### config.mk
export PLATFORM = sky130hd
export DESIGN_NAME = i2c_master_arbiter
export DESIGN_NICKNAME = d
export VERILOG_FILES = /design/src/rtl/i2c_arb_pkg.sv /design/src/rtl/rr_arbiter.sv /design/src/rtl/i2c_master_arbiter.sv
export SDC_FILE = /design/constraint.sdc
export NUM_CORES = 1
export LEC_CHECK = 0
export CORE_MARGIN = 2
export CORE_UTILIZATION = 41
export DETAILED_ROUTE_END_ITERATION = 10
export GPL_TIMING_DRIVEN = 0
export PLACE_DENSITY = 0.87
export SYNTH_ARGS = -nofsm -noshare
export SYNTH_HDL_FRONTEND = slang
export SYNTH_HIERARCHICAL = 1
export SYNTH_SLANG_ARGS = --single-unit
### constraint.sdc
create_clock -name clk -period 2.15 [get_ports clk]
set_input_delay 0.43 -clock clk [delete_from_list [all_inputs] [get_ports clk]]
set_output_delay 0.43 -clock clk [all_outputs]
set_load 0.02 [all_outputs]
### src/rtl/i2c_arb_pkg.sv
// Shared constants and FSM encoding for the i2c_master arbiter.
// Reused by rr_arbiter and i2c_master_arbiter.
package i2c_arb_pkg;

  localparam int unsigned DEF_DATA_WIDTH     = 8;
  localparam int unsigned DEF_ADDR_WIDTH     = 7;
  localparam int unsigned DEF_NBYTE_WIDTH    = 8;
  localparam int unsigned DEF_TIMEOUT_CYCLES = 1000000;

  typedef logic [1:0] arb_state_t;

  localparam arb_state_t ST_IDLE   = 2'd0;
  localparam arb_state_t ST_LAUNCH = 2'd1;
  localparam arb_state_t ST_XFER   = 2'd2;
  localparam arb_state_t ST_FINISH = 2'd3;

endpackage

### src/rtl/rr_arbiter.sv
// Combinational round-robin picker: grants the first requester after ptr.
// The requester at ptr itself has the lowest priority.
module rr_arbiter
  import i2c_arb_pkg::*;
#(
  parameter int unsigned NUM_REQ = 2,
  localparam int unsigned IDW = (NUM_REQ > 1) ? $clog2(NUM_REQ) : 1
) (
  input  logic [NUM_REQ-1:0] req,
  input  logic [IDW-1:0]     ptr,
  output logic [IDW-1:0]     grant,
  output logic               any_req
);

  logic [IDW-1:0] cand [NUM_REQ];

  always_comb begin
    for (int i = 0; i < NUM_REQ; i++) begin
      cand[i] = IDW'((int'(ptr) + i + 1) % NUM_REQ);
    end
  end

  // Walk from the farthest candidate down so the nearest active one wins.
  always_comb begin
    grant   = '0;
    any_req = |req;
    for (int i = NUM_REQ - 1; i >= 0; i--) begin
      if (req[cand[i]]) begin
        grant = cand[i];
      end
    end
  end

endmodule

### src/rtl/i2c_master_arbiter.sv
// Shares one i2c_master between NUM_REQ requesters with round-robin
// arbitration, per-requester strobe routing and a transfer watchdog.
module i2c_master_arbiter
  import i2c_arb_pkg::*;
#(
  parameter int unsigned NUM_REQ        = 2,
  parameter int unsigned DATA_WIDTH     = DEF_DATA_WIDTH,
  parameter int unsigned ADDR_WIDTH     = DEF_ADDR_WIDTH,
  parameter int unsigned NBYTE_WIDTH    = DEF_NBYTE_WIDTH,
  parameter int unsigned TIMEOUT_CYCLES = DEF_TIMEOUT_CYCLES,
  localparam int unsigned IDW = (NUM_REQ > 1) ? $clog2(NUM_REQ) : 1
) (
  input  logic                           clk,
  input  logic                           rst_n,
  input  logic [NUM_REQ-1:0]             req_valid,
  input  logic [NUM_REQ-1:0]             req_rw,
  input  logic [NUM_REQ*ADDR_WIDTH-1:0]  req_addr,
  input  logic [NUM_REQ*NBYTE_WIDTH-1:0] req_num_byte,
  input  logic [NUM_REQ*DATA_WIDTH-1:0]  req_wdata,
  output logic [NUM_REQ-1:0]             wdata_ack,
  output logic [DATA_WIDTH-1:0]          rdata,
  output logic [NUM_REQ-1:0]             rdata_valid,
  output logic [NUM_REQ-1:0]             done,
  output logic [NUM_REQ-1:0]             err,
  output logic [IDW-1:0]                 grant_id,
  output logic                           m_enable,
  output logic                           m_rw,
  output logic [DATA_WIDTH-1:0]          m_mosi_data,
  output logic [ADDR_WIDTH-1:0]          m_device_addr,
  output logic [NBYTE_WIDTH-1:0]         m_num_byte,
  input  logic [DATA_WIDTH-1:0]          m_miso_data,
  input  logic                           m_en_ack,
  input  logic                           m_data_valid,
  input  logic                           m_busy
);

  localparam int unsigned WDW = $clog2(TIMEOUT_CYCLES) + 1;

  arb_state_t state_q, state_d;
  logic [IDW-1:0]         ptr_q, ptr_d;
  logic [IDW-1:0]         grant_q, grant_d;
  logic                   rw_q, rw_d;
  logic [ADDR_WIDTH-1:0]  addr_q, addr_d;
  logic [NBYTE_WIDTH-1:0] nbyte_q, nbyte_d;
  logic [NBYTE_WIDTH-1:0] bcnt_q, bcnt_d;
  logic [WDW-1:0]         wd_q, wd_d;
  logic                   en_q, en_d;
  logic [DATA_WIDTH-1:0]  rdata_q, rdata_d;
  logic [NUM_REQ-1:0]     wack_q, wack_d;
  logic [NUM_REQ-1:0]     rvld_q, rvld_d;
  logic [NUM_REQ-1:0]     done_q, done_d;
  logic [NUM_REQ-1:0]     err_q, err_d;

  logic [IDW-1:0] arb_idx;
  logic           arb_any;
  logic           wd_expired;

  logic [ADDR_WIDTH-1:0]  addr_arr  [NUM_REQ];
  logic [NBYTE_WIDTH-1:0] nbyte_arr [NUM_REQ];
  logic [DATA_WIDTH-1:0]  wdata_arr [NUM_REQ];

  always_comb begin
    for (int i = 0; i < NUM_REQ; i++) begin
      addr_arr[i]  = req_addr[i*ADDR_WIDTH +: ADDR_WIDTH];
      nbyte_arr[i] = req_num_byte[i*NBYTE_WIDTH +: NBYTE_WIDTH];
      wdata_arr[i] = req_wdata[i*DATA_WIDTH +: DATA_WIDTH];
    end
  end

  rr_arbiter #(
    .NUM_REQ (NUM_REQ)
  ) u_rr_arbiter (
    .req     (req_valid),
    .ptr     (ptr_q),
    .grant   (arb_idx),
    .any_req (arb_any)
  );

  assign wd_expired = (wd_q == WDW'(TIMEOUT_CYCLES - 1));

  always_comb begin
    state_d = state_q;
    ptr_d   = ptr_q;
    grant_d = grant_q;
    rw_d    = rw_q;
    addr_d  = addr_q;
    nbyte_d = nbyte_q;
    bcnt_d  = bcnt_q;
    wd_d    = wd_q;
    en_d    = en_q;
    rdata_d = rdata_q;
    wack_d  = '0;
    rvld_d  = '0;
    done_d  = '0;
    err_d   = '0;

    unique case (state_q)
      ST_IDLE: begin
        if (arb_any && !m_busy) begin
          grant_d = arb_idx;
          rw_d    = req_rw[arb_idx];
          addr_d  = addr_arr[arb_idx];
          nbyte_d = nbyte_arr[arb_idx];
          bcnt_d  = '0;
          wd_d    = '0;
          // A zero-length request is rejected without ever waking the master.
          if (nbyte_arr[arb_idx] == '0) begin
            state_d         = ST_FINISH;
            done_d[arb_idx] = 1'b1;
            err_d[arb_idx]  = 1'b1;
          end else begin
            state_d = ST_LAUNCH;
            en_d    = 1'b1;
          end
        end
      end

      ST_LAUNCH: begin
        if (wd_expired) begin
          state_d         = ST_FINISH;
          en_d            = 1'b0;
          wd_d            = '0;
          done_d[grant_q] = 1'b1;
          err_d[grant_q]  = 1'b1;
        end else if (m_busy) begin
          state_d = ST_XFER;
          en_d    = 1'b0;
          wd_d    = '0;
        end else begin
          wd_d = wd_q + 1'b1;
        end
      end

      ST_XFER: begin
        // Strobes are forwarded even on the cycle the transfer ends.
        if (m_en_ack) begin
          wack_d[grant_q] = 1'b1;
        end
        if (m_data_valid) begin
          rdata_d         = m_miso_data;
          rvld_d[grant_q] = 1'b1;
        end
        if (rw_q ? m_data_valid : m_en_ack) begin
          bcnt_d = bcnt_q + 1'b1;
        end
        if (wd_expired) begin
          state_d         = ST_FINISH;
          en_d            = 1'b0;
          wd_d            = '0;
          done_d[grant_q] = 1'b1;
          err_d[grant_q]  = 1'b1;
        end else if (!m_busy) begin
          state_d         = ST_FINISH;
          wd_d            = '0;
          done_d[grant_q] = 1'b1;
        end else begin
          wd_d = wd_q + 1'b1;
        end
      end

      ST_FINISH: begin
        ptr_d   = grant_q;
        state_d = ST_IDLE;
      end

      default: state_d = ST_IDLE;
    endcase
  end

  always_ff @(posedge clk or negedge rst_n) begin
    if (!rst_n) begin
      state_q <= ST_IDLE;
      ptr_q   <= IDW'(NUM_REQ - 1);
      grant_q <= '0;
      rw_q    <= 1'b0;
      addr_q  <= '0;
      nbyte_q <= '0;
      bcnt_q  <= '0;
      wd_q    <= '0;
      en_q    <= 1'b0;
      rdata_q <= '0;
      wack_q  <= '0;
      rvld_q  <= '0;
      done_q  <= '0;
      err_q   <= '0;
    end else begin
      state_q <= state_d;
      ptr_q   <= ptr_d;
      grant_q <= grant_d;
      rw_q    <= rw_d;
      addr_q  <= addr_d;
      nbyte_q <= nbyte_d;
      bcnt_q  <= bcnt_d;
      wd_q    <= wd_d;
      en_q    <= en_d;
      rdata_q <= rdata_d;
      wack_q  <= wack_d;
      rvld_q  <= rvld_d;
      done_q  <= done_d;
      err_q   <= err_d;
    end
  end

  assign wdata_ack     = wack_q;
  assign rdata         = rdata_q;
  assign rdata_valid   = rvld_q;
  assign done          = done_q;
  assign err           = err_q;
  assign grant_id      = grant_q;
  assign m_enable      = en_q;
  assign m_rw          = rw_q;
  assign m_device_addr = addr_q;
  assign m_num_byte    = nbyte_q;
  // Only the owner's write byte is visible, and only while a transfer is live.
  assign m_mosi_data   = (state_q == ST_LAUNCH || state_q == ST_XFER) ? wdata_arr[grant_q] : '0;

endmodule
==> results of run 1 <==
==> sequential cells by signal, summed over array words and instances, names as in the netlist <==
name and cells:
ptr_q 1, rdata_valid 2, wdata_ack 2, wd_q 21, state_q 2, done 2, grant_id 1, err 2
m_num_byte 8, m_enable 1, rdata 8, m_rw 1, m_device_addr 7
==> metrics by stage <==
stage          instances  util (%)  area (um^2)  worst slack, ns  total power, mW
3_5_place_dp         520      58.9         4290           -0.645             4.39
4_1_cts              544      63.1         4600          0.00149             5.48
2_1_floorplan        316         -         3110           0.0528             3.19
6_report             548      64.1         4670           0.0109             5.50
5_1_grt              548      64.1         4670           -0.115             5.82
3_3_place_gp         519      58.7         4280            -1.14             4.28
==> final timing paths <==
kind	from	end	slack, ns	depth (start not counted)
min reg2reg	m_device_addr[4]$_DFFE_PN0P_	m_device_addr[4]$_DFFE_PN0P_	0.49	2
max reg2reg	wd_q[8]$_DFFE_PN0P_	m_enable$_DFFE_PN0P_	0.01	6
min	rst_n	m_device_addr[4]$_DFFE_PN0P_	0.08	1
min in group clk	m_device_addr[4]$_DFFE_PN0P_	m_device_addr[4]$_DFFE_PN0P_	0.49	2
max	wd_q[8]$_DFFE_PN0P_	m_enable$_DFFE_PN0P_	0.01	6
max in group asynchronous	rst_n	wd_q[3]$_DFFE_PN0P_	1.47	2
==> timing repair <==
action | CTS | global route
hold buffers | 0 | 0
gates cloned | 2 | 0
buffers inserted | 9 | 7
resized for setup | 35 | 35
pin swaps | 5 | 8
setup endpoints to repair | 42 | 48
==> Yosys cell counts, types with 3 or more instances <==
master,n,share of area (%)
sky130_fd_sc_hd__a21oi_1,9,1.4
sky130_fd_sc_hd__a22o_1,3,0.84
sky130_fd_sc_hd__and2_1,3,0.60
sky130_fd_sc_hd__and3_1,4,0.80
sky130_fd_sc_hd__clkbuf_1,11,1.3
sky130_fd_sc_hd__dfrtp_1,57,46
sky130_fd_sc_hd__ha_1,7,2.8
sky130_fd_sc_hd__inv_1,12,1.4
sky130_fd_sc_hd__mux2_2,10,3.6
sky130_fd_sc_hd__mux2i_1,26,8.4
sky130_fd_sc_hd__nand2_1,30,3.6
sky130_fd_sc_hd__nand2b_1,4,0.80
sky130_fd_sc_hd__nand3_1,9,1.4
sky130_fd_sc_hd__nand4_1,10,2.0
sky130_fd_sc_hd__nor2_1,26,3.1
sky130_fd_sc_hd__nor2b_1,10,2.0
sky130_fd_sc_hd__nor3_1,4,0.64
sky130_fd_sc_hd__o21a_1,3,0.72
sky130_fd_sc_hd__o21ai_0,13,2.1
sky130_fd_sc_hd__o21ai_1,17,2.7
sky130_fd_sc_hd__or4_1,8,1.9
sky130_fd_sc_hd__xor2_1,8,2.2
==> critical path, stage by stage, from the launching register on <==
cell                      delay (ns)
sky130_fd_sc_hd__dfrtp_1        0.42
sky130_fd_sc_hd__buf_6          0.15
sky130_fd_sc_hd__or4_4          0.51
sky130_fd_sc_hd__or3_4          0.35
sky130_fd_sc_hd__nor4_4         0.17
sky130_fd_sc_hd__o221a_1        0.28
sky130_fd_sc_hd__mux2i_1        0.19
==> power by group through the flow <==
| stage | clock network [mW] | registers, mW | logic (mW) |
|---|---|---|---|
| 6_report | 0.975 | 1.59 | 2.93 |
| 5_1_grt | 1.05 | 1.63 | 3.14 |
| 3_3_place_gp | 0 | 1.57 | 2.71 |
| 3_5_place_dp | 0 | 1.59 | 2.80 |
| 2_1_floorplan | 0 | 1.89 | 1.30 |
| 4_1_cts | 0.993 | 1.59 | 2.89 |
==> final cells by class <==
cell class | instances | area (um^2)
clock buffers | 12 | 145
well taps | 99 | 124
multi-input cells | 234 | 1680
inverters | 12 | 45.0
plain buffers | 10 | 50.0
flip-flops and latches | 58 | 1460
fillers | 580 | 2620
clock inverters | 3 | 40.0
repair buffers | 120 | 1140
==> routing by layer <==
metal / track usage (%) / up-vias / routed length, um
met5: 0 / - / 0
met4: 7.70 / 0 / 291
met3: 6.14 / 33 / 670
met2: 38.3 / 133 / 4610
met1: 26.5 / 1455 / 3740
li1: - / 1380 / -
==> logic make-up after synthesis <==
logic type      after synthesis
flops                        58
fa+ha+maj                     7
simple gates                121
compound gates               58
mux                          37
buf+inv                      26
xor+xnor                      9
==> cells in the final DEF (no fill, tap or decap), drive strengths merged, types with 10 or more instances in the layout <==
cell	count
buf	29
nand4	10
nor2b	10
o21ai	32
inv	12
nor2	29
dfrtp	57
mux2i	26
clkbuf	18
clkdlybuf4s50	95
nand2	30
mux2	11
==> metrics.md, run 1 <==
| Metric | Value |
|---|---|
| Multiplexer area fraction after synthesis | between 10% and 20% |
| Maximum operating frequency | 467 MHz |
| Warnings, synthesis | 6 |
| Final setup TNS | 0 ns |
| Remaining global-route overflow | 0 |
| Detailed Route WL | a little over 9000 um |
| Detailed-placement wirelength estimate | between 6000 and 7000 um |
| Post-synth net total | ~390 |
| Area fraction in compound gates after synthesis | around an eighth |
| Post-synthesis async set-or-reset flop share | 100% |
| Peak ir drop on the vdd network | 0.376 mV |
| Via count normalized by instance count | roughly 5.5 |
| Minimum period implied by the final worst setup slack | approximately 2.1 ns |
| Vias in the first global route | roughly 3,000 |
| Syn Inst Count | 316 |
| Number of setup violations in the final report | 0 |
| Main synth FF type | sky130_fd_sc_hd__dfrtp_1 |
| Synthesized flop and latch total | 58 |
| Final nets | a little over 500 |
| Dominant combinational cell family by area after synthesis | simple AND/OR/NAND/NOR gates |
| Die Ht | just over 90 um |
| Xor/xnor cell area share of the yosys netlist | under 10% |
| Biggest fanout along the worst timing path | 4 |
| Basic-gate share of the synthesized area counting and, or, nand and nor cells | 20.3% |
| Number of standard-cell rows in the floorplan | 31 |
| Die Outline Area | 0.00831 mm^2 |
| Number of DRC violations after detailed-routing iteration 0 | 159 |
| Static Leakage | 2.01 nW |
| Number of sinks driven by the clock tree | 58 |
| Number of search-and-repair iterations in the first detailed-routing pass | 5 |
| Pin slew with the least headroom to its limit | between 0.5 and 0.6 ns |
| Outcome | complete, no violations |
| Root Driver | sky130_fd_sc_hd__clkbuf_8 |
| First-pass GRT wire length | ~15,000 um |
| Die X | 91.2 um |
| Type of element capturing the critical path | flop |
| WP data required | around 2.4 ns |
| Crit path DAT | around 2.4 ns |
| Max-cap violations | 0 |
| H-tree lvl count | 3 |
| Routed vias | around 3,000 |
| ANT nets after route | 0 |
| Switching share of power | between 40% and 50% |
| Power density of the placed cells | approximately 1200 mW/mm^2 |
| Clk pin slew, worst setup/hold paths | 0.07 ns |
| Overall fraction of global-route tracks in use | 22.2% |
| Launching element type of the critical path | flop |
| Post-DR wirelength/cell | roughly 17 um |
| Effective utilization at floorplan | 42.7% |
| Relative contribution of combinational cells to total power | a little over half |
| Number of buffers inserted during clock tree synthesis | 9 |
| CTS tree | yes |
| Fin Hold WS | around 0.08 ns |
| Final weighted congestion in routability-driven placement | approximately 0.88 |
| Post-synthesis share of cell area spent on full adders, half adders and majority gates | ~2.8% |
| Category of the critical setup timing path | reg -> reg |
| Remaining routing DRC violations | 0 |
| Total net switching power | between 2 and 2.5 mW |
| Hold Fails Final Rpt | 0 |
| Number of buffers between clock root and the deepest sink | 2 |
| Clock insertion delay at the later pin of the skew report | 0.34 ns |
| Maximum number of pins on one net before global-route repair | 36 |
| Netlist area before placement | slightly above 0.003 mm^2 |
| Portion of the clock cycle consumed by the worst path in the final layout | ~99% |
| Area inside the core boundary | about 0.0073 mm^2 |
| Fraction of layout instances using a drive strength above 1 | a little under a fifth |
| Share of power burned in registers | 29.0% |
| RSZ-0062 raised after global routing | yes |
| Number of buffers inserted by port buffering | between 100 and 150 |
| EDFF count, synth | 0 |
| Mean Syn Cell Area | 9.86 um^2 |
| Fraction of the yosys area taken by sequential cells | 46.6% |
| Final antenna diode count | 0 |
| Share of power burned in the clock network | between 10% and 20% |
| Area added between synthesis and finish | 50.1% |
| Worst hold path type | in -> async |
| Library cells used by synthesis | approximately 50 |
| Antenna violations before repair | 0 |
| Internal power contribution | 3.30 mW |
| Pins over their slew limit | 0 |
| Worst rel slew slack | about three fifths |
| Clock tree skew after final layout | 0.0100 ns |
| Boundary Pins | about 110 |
Note: power is estimated with default switching activity, not from simulation.
==> run 2: changes to the inputs <==
- CORE_UTILIZATION: 41 -> 42
- PLACE_DENSITY: 0.87 -> 0.89
- SYNTH_HIERARCHICAL: 1 -> not set
==> run 2 against run 1 <==
Against the previous run: the run now ends with setup timing left; first-iteration DRC count rose by 130%; non-clock buffer count shrank 3; count of clock-buffer cells in the layout fell by 2; global-route usage grew 4.1 points; largest cell class unchanged.
==> metrics.md, run 2 <==
| Metric | Value |
|---|---|
| Outcome | complete, but fails checks |
| Failing checks | setup timing |
| Remaining global-route overflow | 0 (unchanged) |
| Antenna violations before repair | 0 (unchanged) |
| Via count normalized by instance count | 6.05 (+10%) |
| WP data required | 2.42 ns (about the same) |
| Reg area | 0.00145 mm^2 (-0.17%) |
| Number of buffers between clock root and the deepest sink | 2 (unchanged) |
| Top cells by count, synth | sky130_fd_sc_hd__dfrtp_1 (57), sky130_fd_sc_hd__nand2_1 (52), sky130_fd_sc_hd__mux2i_1 (29), sky130_fd_sc_hd__o21ai_0 (27), sky130_fd_sc_hd__nand3_1 (15) |
| Largest register by flop count | wd_q |
| Placed insts | 530 (+1.9%) |
| Launching element type of the critical path | flop |
| Area added between synthesis and finish | 50.0% (about the same) |
| Final setup TNS | -0.0427 ns (-0.0427 ns) |
| Main synth FF type | sky130_fd_sc_hd__dfrtp_1 |
| Total net switching power | 2.32 mW (+5.0%) |
| Final weighted congestion in routability-driven placement | 0.958 (+8.9%) |
| Number of buffers inserted by port buffering | 104 (unchanged) |
| Clock insertion delay at the later pin of the skew report | 0.35 ns (about the same) |
| Max reg flops | 21 (unchanged) |
| Netlist area before placement | 0.00313 mm^2 (+0.36%) |
| Number of standard-cell rows in the floorplan | 31 (unchanged) |
| Number of search-and-repair iterations in the first detailed-routing pass | 6 (+1) |
| ANT nets after route | 0 (unchanged) |
| Category of the critical setup timing path | reg -> reg |
| H-tree lvl count | 3 (unchanged) |
| Die X | 90.3 um (-0.98%) |
| Portion of the clock cycle consumed by the worst path in the final layout | 102% (+2.0 points) |
| Synthesized flop and latch total | 58 (unchanged) |
| Final antenna diode count | 0 (unchanged) |
| Detailed-placement wirelength estimate | 7070 um (+11%) |
| Minimum period implied by the final worst setup slack | 2.18 ns (+0.0436 ns) |
| Post-synth net total | 396 (+2.6%) |
| Warnings, synthesis | 0 (-6) |
| Top Family by Delay on Critical Path | simple AND/OR/NAND/NOR gates |
| Maximum operating frequency | 458 MHz (-2.0%) |
| Internal power contribution | 3.11 mW (-5.7%) |
| Maximum number of pins on one net before global-route repair | 32 (-11%) |
| Routed vias | 3,357 (+12%) |
| Detailed Route WL | 11,100 um (+19%) |
| Die Outline Area | 0.00815 mm^2 (-1.9%) |
| Top library cells by usage in the layout, fill and taps aside | sky130_fd_sc_hd__clkdlybuf4s50_1 (95), sky130_fd_sc_hd__dfrtp_1 (57), sky130_fd_sc_hd__nand2_1 (51) |
| Power density of the placed cells | 1160 mW/mm^2 (-1.7%) |
| Max stage delay cell, worst path | sky130_fd_sc_hd__or4_4 |
| Number of cells traversed by the worst register-to-register path | 5 (-1) |
| Biggest fanout along the worst timing path | 4 (unchanged) |
| Cells taking the most area after synthesis | sky130_fd_sc_hd__dfrtp_1 (46%), sky130_fd_sc_hd__mux2i_1 (9.3%), sky130_fd_sc_hd__nand2_1 (6.2%) |
| Maximum cell stage delay along the critical path | 0.47 ns (-0.04 ns) |
| Area taken by multi-input logic gates | 0.00173 mm^2 (+3.3%) |
| Cell type contributing the most total cell area after synthesis | sky130_fd_sc_hd__dfrtp_1 |
| Leading cell type by number of instances after synthesis | sky130_fd_sc_hd__dfrtp_1 |
| Area inside the core boundary | 0.00721 mm^2 (-1.1%) |
| Buffers & Inverters on Critical Path | 0 (-1) |
| Crit path DAT | 2.45 ns (+0.05 ns) |
| Type of element capturing the critical path | flop |
| RSZ-0062 raised after global routing | yes |
| Share of power burned in the clock network | 17.0% (-0.7 points) |
| Static Leakage | 1.97 nW (-2.0%) |
| Core occupancy in the finished layout | 65.0% (+0.88 points) |
| Relative contribution of combinational cells to total power | 54.5% (+1.2 points) |
| First-pass GRT wire length | 17,100 um (+17%) |
| Total stage count of the critical path | 5 (-1) |
| Number of buffers inserted during clock tree synthesis | 9 (unchanged) |
| Die Ht | 90.3 um (-0.98%) |
| Library cell appearing most often on the critical path | sky130_fd_sc_hd__or3_4 |
| R2R setup slack | -0.03 ns (-0.04 ns) |
| Hold Fails Final Rpt | 0 (unchanged) |
| Fin worst setup slack | -0.0327 ns (-0.0436 ns) |
| Filler instances | 519 (-11%) |
| Total Power Consumption | 5.42 mW (-1.4%) |
| Post-synthesis async set-or-reset flop share | 100% (unchanged) |
| Overall fraction of global-route tracks in use | 26.3% (+4.1 points) |
| Library cells used by synthesis | 45 (-8.2%) |
| Vias in the first global route | 3,389 (+13%) |
| Effective utilization at floorplan | 43.3% (+0.62 points) |
| Final nets | 521 (+1.2%) |
| EDFF count, synth | 0 (unchanged) |
| Post-DR wirelength/cell | 20.0 um (+18%) |
| Syn Inst Count | 326 (+3.2%) |
| Worst hold path type | in -> async |
| Mean Syn Cell Area | 9.59 um^2 (-2.7%) |
| Pin slew with the least headroom to its limit | 0.636 ns (+0.0639 ns) |
| Number of DRC violations after detailed-routing iteration 0 | 358 (+130%) |
| Remaining routing DRC violations | 0 (unchanged) |
| Top-area cell type share of the netlist area | 45.6% (-0.17 points) |
| Crit path cell chain | or3_4, or3_4, or4_4, a221oi_4, mux2i_1 |
| Clk pin slew, worst setup/hold paths | 0.08 ns (about the same) |
| Fraction of the yosys area taken by sequential cells | 46.5% (-0.17 points) |
| Fraction of layout instances using a drive strength above 1 | 17.1% (-1.6 points) |
| Peak ir drop on the vdd network | 0.415 mV (+10%) |
| Pins over their slew limit | 0 (unchanged) |
| Max-cap violations | 0 (unchanged) |
| Boundary Pins | 105 (unchanged) |
| Number of sinks driven by the clock tree | 58 (unchanged) |
| Final instance count without filler cells | 555 (+1.3%) |
| Leading cell type in the layout, fill and taps excluded | sky130_fd_sc_hd__clkdlybuf4s50_1 |
| Switching share of power | 42.7% (+2.6 points) |
| Worst rel slew slack | 57.6% (-4.3 points) |
| Share of power burned in registers | 28.5% (-0.5 points) |
| CTS tree | yes |
| Number of setup violations in the final report | 2 (+2) |
| Clock tree skew after final layout | 0.0145 ns (+0.00445 ns) |
| Root Driver | sky130_fd_sc_hd__clkbuf_8 |
==> run 2: changes by cell type in the layout (fill, tap and decap cells not counted), sizes merged, moves of 7 or more <==
cell | previous run | this run
xor2 | 8 | 0
a31oi | 1 | 10
nor2 | 29 | 12
or4 | 9 | 2
nand2 | 30 | 52
nand4 | 10 | 2
==> run 2: routing by layer <==
| metal | vias to the layer above | share of wire (%) | GRT usage (%) |
|---|---|---|---|
| met2 | 264 | 50 | 44.6 |
| li1 | 1444 | - | - |
| met4 | 0 | 4.4 | 12.2 |
| met1 | 1575 | 36 | 30.9 |
| met3 | 74 | 9.3 | 7.35 |
| met5 | - | 0 | 0 |
==> run 2: kinds of logic after synthesis <==
logic type | Yosys count | synth area share (%)
buffers and inverters | 22 | 2.72
DFF | 58 | 46.5
adders and majority gates | 7 | 2.80
muxes | 40 | 13.3
AOI/OAI and AO/OA | 74 | 15.1
and+or+nand+nor | 125 | 19.6
==> run 2: final cells by class <==
cell class	instances	area share, %
Timing Repair Buffer	116	23.5
Clock inverter	6	0.881
Multi-Input combinational cell	246	37.0
Buffer	11	1.33
Sequential cell	58	31.0
Tap cell	99	2.64
Inverter	9	0.721
Clock buffer	10	2.94
==> run 2: what timing repair did <==
action | in CTS | in global routing
gates resized for setup | 55 | 18
buffers inserted | 11 | 0
setup endpoints to repair | 44 | 30
pin swaps | 2 | 2
hold endpoints to repair | 0 | 0
cloned | 0 | 0
hold buffers | 0 | 0
==> run 2: path summary, 6_finish.rpt <==
path	endpoint	startpoint
min in group clk	m_device_addr[1]$_DFFE_PN0P_	m_device_addr[1]$_DFFE_PN0P_
hold / removal	wd_q[1]$_DFFE_PN0P_	rst_n
setup reg to reg	m_enable$_DFFE_PN0P_	wd_q[8]$_DFFE_PN0P_
setup / recovery	m_enable$_DFFE_PN0P_	wd_q[8]$_DFFE_PN0P_
max in group asynchronous	ptr_q$_DFFE_PN1N_	rst_n
hold reg to reg	m_device_addr[1]$_DFFE_PN0P_	m_device_addr[1]$_DFFE_PN0P_
==> run 2: through the flow <==
step | setup slack (ns) | hold slack [ns] | area (um^2)
floorplan | 0.0844 | 0.134 | 3130
global placement | -1.06 | 0.463 | 4290
detailed placement | -0.612 | 0.479 | 4310
CTS | 0.000533 | 0.112 | 4670
global route | -0.0532 | 0.150 | 4690
finish | -0.0327 | 0.0913 | 4690
==> run 2: power by group through the flow <==
stage	clock [mW]	sequential (mW)	combinational [mW]
2_1_floorplan	0	1.85	1.20
3_3_place_gp	0	1.54	2.60
3_5_place_dp	0	1.57	2.70
4_1_cts	0.923	1.54	2.87
5_1_grt	0.982	1.57	3.12
6_report	0.922	1.55	2.96
==> RTL change 1: new RTL, config.mk and constraints of run 1 <==
The output `err` loses its register stage (`err_q` becomes a continuous assignment).
--- a/src/rtl/i2c_master_arbiter.sv
+++ b/src/rtl/i2c_master_arbiter.sv
@@ -182,7 +182,6 @@
       wack_q  <= '0;
       rvld_q  <= '0;
       done_q  <= '0;
-      err_q   <= '0;
     end else begin
       state_q <= state_d;
       ptr_q   <= ptr_d;
@@ -197,9 +196,10 @@
       wack_q  <= wack_d;
       rvld_q  <= rvld_d;
       done_q  <= done_d;
-      err_q   <= err_d;
     end
   end
+
+  assign err_q = err_d;
 
   assign wdata_ack     = wack_q;
   assign rdata         = rdata_q;
Formal check against the unedited RTL: not equivalent (Yosys sat finds a counterexample within 4 cycles, from zero or initial values and one cycle with rst_n low).
==> RTL change 1 against run 1 <==
The run now ends with negative setup slack left. Count of clock-buffer cells in the layout is 6 lower. Sequential power shrank 4%. Design area is 2.4% lower. Area after synthesis shrank 0.96%. Sequential cell count decreased by 2. Synthesized cell count shrank 3.8%. Setup slack got worse by 290 ps. Clock skew shrank 1.8 ps. Total power down 8.8%. Wire length decreased by 3.1%. Register-to-register slack worse by 20 ps. Non-clock buffer count rose by 6. Largest cell class unchanged. Highest routed layer unchanged.
==> RTL change 1: results (changes against run 1) <==
| Metric | Value |
|---|---|
| Syn avg cell area | `10.1 um2 (+2.9%)` |
| Peak supply drop | `348 uV (-7.3%)` |
| Async SR Flop Fraction | `1.00 (unchanged)` |
| Distinct cells, synth | `53 (+8.2%)` |
| Leakage Power | `1.99 nW (-1.0%)` |
| Max-slew violations | `0 (unchanged)` |
| R2R depth | `7 (+1)` |
| Worst Setup SP | `wd_q[20]` |
| Worst Skew | `8.22 ps (-1.79 ps)` |
| WL/cell | `16.9 um (-0.77%)` |
| Largest net degree at the start of global routing | `30 (-17%)` |
| Cell Count, Final, Fillers Out | `535 (-2.4%)` |
| First-pass GRT wire length | `14600 um (-0.57%)` |
| Post-DP Area | `0.00427 mm2 (-0.64%)` |
| Sequential element share of the synthesized area | `0.455 (-0.0117)` |
| Placed wire-length estimate | `6350 um (-0.25%)` |
| Fin worst setup slack | `-276 ps (-287 ps)` |
| Vias in the first global route | `2960 (-1.7%)` |
| Max FO, Critical Path | `3 (-1)` |
| Initial drt markers | `172 (+8.2%)` |
| Violated checks | `negative setup slack` |
| Nets@finish | `505 (-1.9%)` |
| Drt first pass iters | `4 (-1)` |
| Final setup fails | `3 (+3)` |
| Net Count, Synth | `374 (-3.1%)` |
| Worst-path clk slew | `100 ps (+30 ps)` |
| Worst skew pair latency | `320 ps (-20 ps)` |
| Num CTS Buffers | `5 (-4)` |
| Synth top area cells | `dfrtp_1 (45%), mux2i_1 (8.8%), o21ai_0 (4.2%), nand2_1 (3.8%), mux2_2 (3.7%)` |
| Worst Tran Pin Value | `748 ps (+176 ps)` |
| RD Place Congestion | `0.863 (-1.9%)` |
| H-tree depth | `2 (-1)` |
| Share of layout cells above drive strength 1 | `0.193 (+0.00558)` |
| R2R Setup Slk | `-10 ps (-20 ps)` |
| GRT Overall Usage | `0.216 (-0.00545)` |
| Setup crit end | `err[1]` |
| Synth cell count leaders | `dfrtp_1 (55), nand2_1 (31), nor2_1 (29), mux2i_1 (27), o21ai_0 (26)` |
| Worst path max stage delay | `420 ps (-90 ps)` |
| Arrival time worst endpoint | `2000 ps (-400 ps)` |
| Reg-to-Reg End | `wd_q[7]` |
| Routed via count | `2920 (-2.7%)` |
| Status | `finished with violations` |
| Worst path slowest cell | `dfrtp_1` |
-- RTL change 1: cell count changes after synthesis, sizes merged, moves of 4 or more --
| cell | change |
|---|---|
| nand4 | -5 |
| a21oi | -4 |
| or4 | -7 |
| nor3 | +4 |
| xor2 | -4 |
| inv | -5 |
| a22o | +6 |
| clkbuf | -5 |
-- RTL change 1: worst min-delay path by stage --
stage               cells after the start  slack, ps          endpoint              from
floorplan                               0        130           done[0]             rst_n
global placement                        2        460  m_device_addr[3]  m_device_addr[3]
detailed placement                      2        480  m_device_addr[3]  m_device_addr[3]
CTS                                     1        140  m_device_addr[3]             rst_n
global route                            1        170     m_num_byte[0]             rst_n
finish                                  1        130  m_device_addr[3]             rst_n
-- RTL change 1: final cells by class --
class | count | area, um2
inverters | 7 | 26.3
flip-flops and latches | 56 | 1400
repair buffers | 124 | 1170
clock inverters | 2 | 16.3
fillers | 529 | 2690
clock buffers | 6 | 72.6
multi-input cells | 229 | 1680
well taps | 99 | 124
plain buffers | 12 | 78.8
-- RTL change 1: report_power, final --
part	switching (mW)	internal [mW]	total, mW	leakage [nW]
clock network	0.350	0.233	0.582	0.0414
registers	0.164	1.35	1.52	0.730
logic	1.59	1.33	2.92	1.22
-- RTL change 1: logic make-up after synthesis --
family | share of synthesized area
adders and majority gates | 0.0284
and+or+nand+nor | 0.202
buffers and inverters | 0.0288
AOI/OAI and AO/OA | 0.139
xor gates and xnor gates | 0.0227
DFF | 0.455
muxes | 0.124
-- RTL change 1: metrics by stage --
step / setup slack (ps) / util / TNS, ps
finish: -276 / 0.629 / -555
global route: -365 / 0.629 / -1530
CTS: -323 / 0.614 / -550
floorplan: 24.5 / - / 0
detailed placement: -1090 / 0.588 / -9880
global placement: -1080 / 0.586 / -63260
-- RTL change 1: timing repair --
action,in CTS,in global routing
pin swaps,10,11
buffers inserted,11,8
setup endpoints to repair,11,29
hold buffers,0,0
gates resized for setup,60,14
-- RTL change 1: critical path: cells and delay by family, from the launching register on --
kind | cells | cell delay [ps]
flops | 1 | 420
compound gates | 1 | 140
simple gates | 4 | 950
buf+inv | 1 | 160
-- RTL change 1: layer usage --
metal,GRT usage,part of all wire,vias up,routed length (um)
met2,0.400,0.53,98,4810
met4,0.0551,0.021,0,186
met3,0.0426,0.048,19,433
li1,-,-,1351,-
met5,0,0,-,0
met1,0.254,0.40,1452,3590
==> RTL change 2: new RTL, flow settings as in run 1 <==
Made on the original files. `NUM_REQ` is set to 2 in 2 places; all go to 8.
--- a/src/rtl/rr_arbiter.sv
+++ b/src/rtl/rr_arbiter.sv
@@ -3,7 +3,7 @@
 module rr_arbiter
   import i2c_arb_pkg::*;
 #(
-  parameter int unsigned NUM_REQ = 2,
+  parameter int unsigned NUM_REQ = 8,
   localparam int unsigned IDW = (NUM_REQ > 1) ? $clog2(NUM_REQ) : 1
 ) (
   input  logic [NUM_REQ-1:0] req,
--- a/src/rtl/i2c_master_arbiter.sv
+++ b/src/rtl/i2c_master_arbiter.sv
@@ -3,7 +3,7 @@
 module i2c_master_arbiter
   import i2c_arb_pkg::*;
 #(
-  parameter int unsigned NUM_REQ        = 2,
+  parameter int unsigned NUM_REQ        = 8,
   parameter int unsigned DATA_WIDTH     = DEF_DATA_WIDTH,
   parameter int unsigned ADDR_WIDTH     = DEF_ADDR_WIDTH,
   parameter int unsigned NBYTE_WIDTH    = DEF_NBYTE_WIDTH,
Ports: changed (10 resized); port bits go from 105 to 281. The function was not compared with the original's and may differ.
==> RTL change 2 against run 1 <==
The flow now finishes with violations (negative setup slack). Utilization increased by 11 points. Via count grew 150%. Sequential power grew 39%. Area after synthesis grew 100%. Die area up 95%. Design area rose by 140%. Wire length grew to 3.1 times the old value. Count of clock-buffer cells in the layout shrank 3. Sequential cell count up 28. Clock power rose by 82%. Setup slack worse by 2800 ps. Total power increased to 4.2 times the old value. Critical endpoint is now err[2].
==> RTL change 2: results (changes against run 1) <==
| Metric | Value |
|---|---|
| Status | `finished with violations` |
| Violated checks | `negative setup slack` |
| Slew HR | `0.440 (-0.179)` |
| Synth cell count leaders | `dfrtp_1 (83), nand2_1 (60), nor2_1 (56), a22oi_1 (36), mux2i_1 (36)` |
| Post-cts sizing count | `146 (+320%)` |
| Nets@finish | `1218 (+140%)` |
| Multiplexer share of the synthesized area | `0.196 (+0.0725)` |
| GRT met2 Usage | `0.542 (+0.158)` |
| Peak supply drop | `1720 uV (+360%)` |
| Vias per cell | `6.23 (+14%)` |
| Placed Instances | `1098 (+110%)` |
| Leakage Power | `4.51 nW (+120%)` |
| Compound-Gate Fraction of Synth Area | `0.180 (+0.0578)` |
| Arrival time worst endpoint | `5130 ps (+2730 ps)` |
| GR Layer Usage met1 | `0.370 (+0.105)` |
| Root Driver | `clkbuf_16` |
| Antenna violations before repair | `1 (+1)` |
| Initial drt markers | `770 (+380%)` |
| Final setup fails | `51 (+51)` |
| H-tree depth | `3 (unchanged)` |
| Fin worst setup slack | `-2760 ps (-2770 ps)` |
| First-pass GRT wire length | `39000 um (+170%)` |
| Sequential power | `2.21 mW (+39%)` |
| Top Layer Used | `met4` |
| Syn avg cell area | `9.90 um2 (+0.50%)` |
| Clock power share | `0.077 (-0.100)` |
| Pre-CTS WS | `-2960 ps (-2320 ps)` |
| Synth top area cells | `dfrtp_1 (33%), mux4_2 (8.3%), mux2i_1 (5.8%), a22oi_1 (4.3%), nand2_1 (3.6%)` |
| Sum of negative setup slack | `-80290 ps (-80290 ps)` |
| Distinct cells, synth | `77 (+57%)` |
| Post-Synth XOR/XNOR Area | `0.0305 (+0.00522)` |
| Sequential element share of the synthesized area | `0.346 (-0.120)` |
| Net Count, Synth | `852 (+120%)` |
| WL/cell | `24.2 um (+42%)` |
| WL final | `28800 um (+210%)` |
| Met2 wire len | `14200 um (+210%)` |
| Sequential Power Share | `0.095 (-0.195)` |
| RD Place Congestion | `0.909 (+3.4%)` |
| Worst Skew | `13.7 ps (+3.68 ps)` |
| GRT Overall Usage | `0.311 (+0.0896)` |
| Share of layout cells above drive strength 1 | `0.316 (+0.129)` |
| Post-DP Area | `0.00951 mm2 (+120%)` |
| Post-Synth Adder-Cell Area | `0.0201 (-0.00804)` |
| GR met3 Demand/Resource | `0.0657 (+0.00433)` |
| Worst path slowest cell | `mux4_2` |
| M1 WL | `10300 um (+180%)` |
| Max FO, Critical Path | `10 (+6)` |
| Net Sw Frac | `0.472 (+0.0715)` |
| Largest net degree at the start of global routing | `49 (+36%)` |
| Worst path max stage delay | `590 ps (+80 ps)` |
| Worst skew pair latency | `360 ps (+20 ps)` |
| WL met3 | `2640 um (+290%)` |
| Setup bufs post-CTS | `52 (+43)` |
| Placed wire-length estimate | `17900 um (+180%)` |
==> RTL change 2: final timing paths <==
check / startpoint / end / slack, ps / cells past startpoint
worst max-delay path: ptr_q[0] / err[2] / -2760 / 19
worst min-delay path: rst_n / rdata[7] / 60 / 1
worst max register to register: ptr_q[0] / err[2] / -2760 / 19
worst min register to register: m_num_byte[6] / m_num_byte[6] / 490 / 2
max in group asynchronous: rst_n / ptr_q[2] / 1390 / 2
min in group clk: m_num_byte[6] / m_num_byte[6] / 490 / 2
==> RTL change 2: final cells by class <==
class | instances | area, um2
Inverter | 15 | 66.3
Multi-Input combinational cell | 481 | 4430
Fill cell | 892 | 3770
Antenna cell | 1 | 2.50
Sequential cell | 86 | 2160
Timing Repair Buffer | 361 | 3560
Tap cell | 188 | 235
Clock inverter | 7 | 103
Clock buffer | 9 | 225
Buffer | 41 | 479
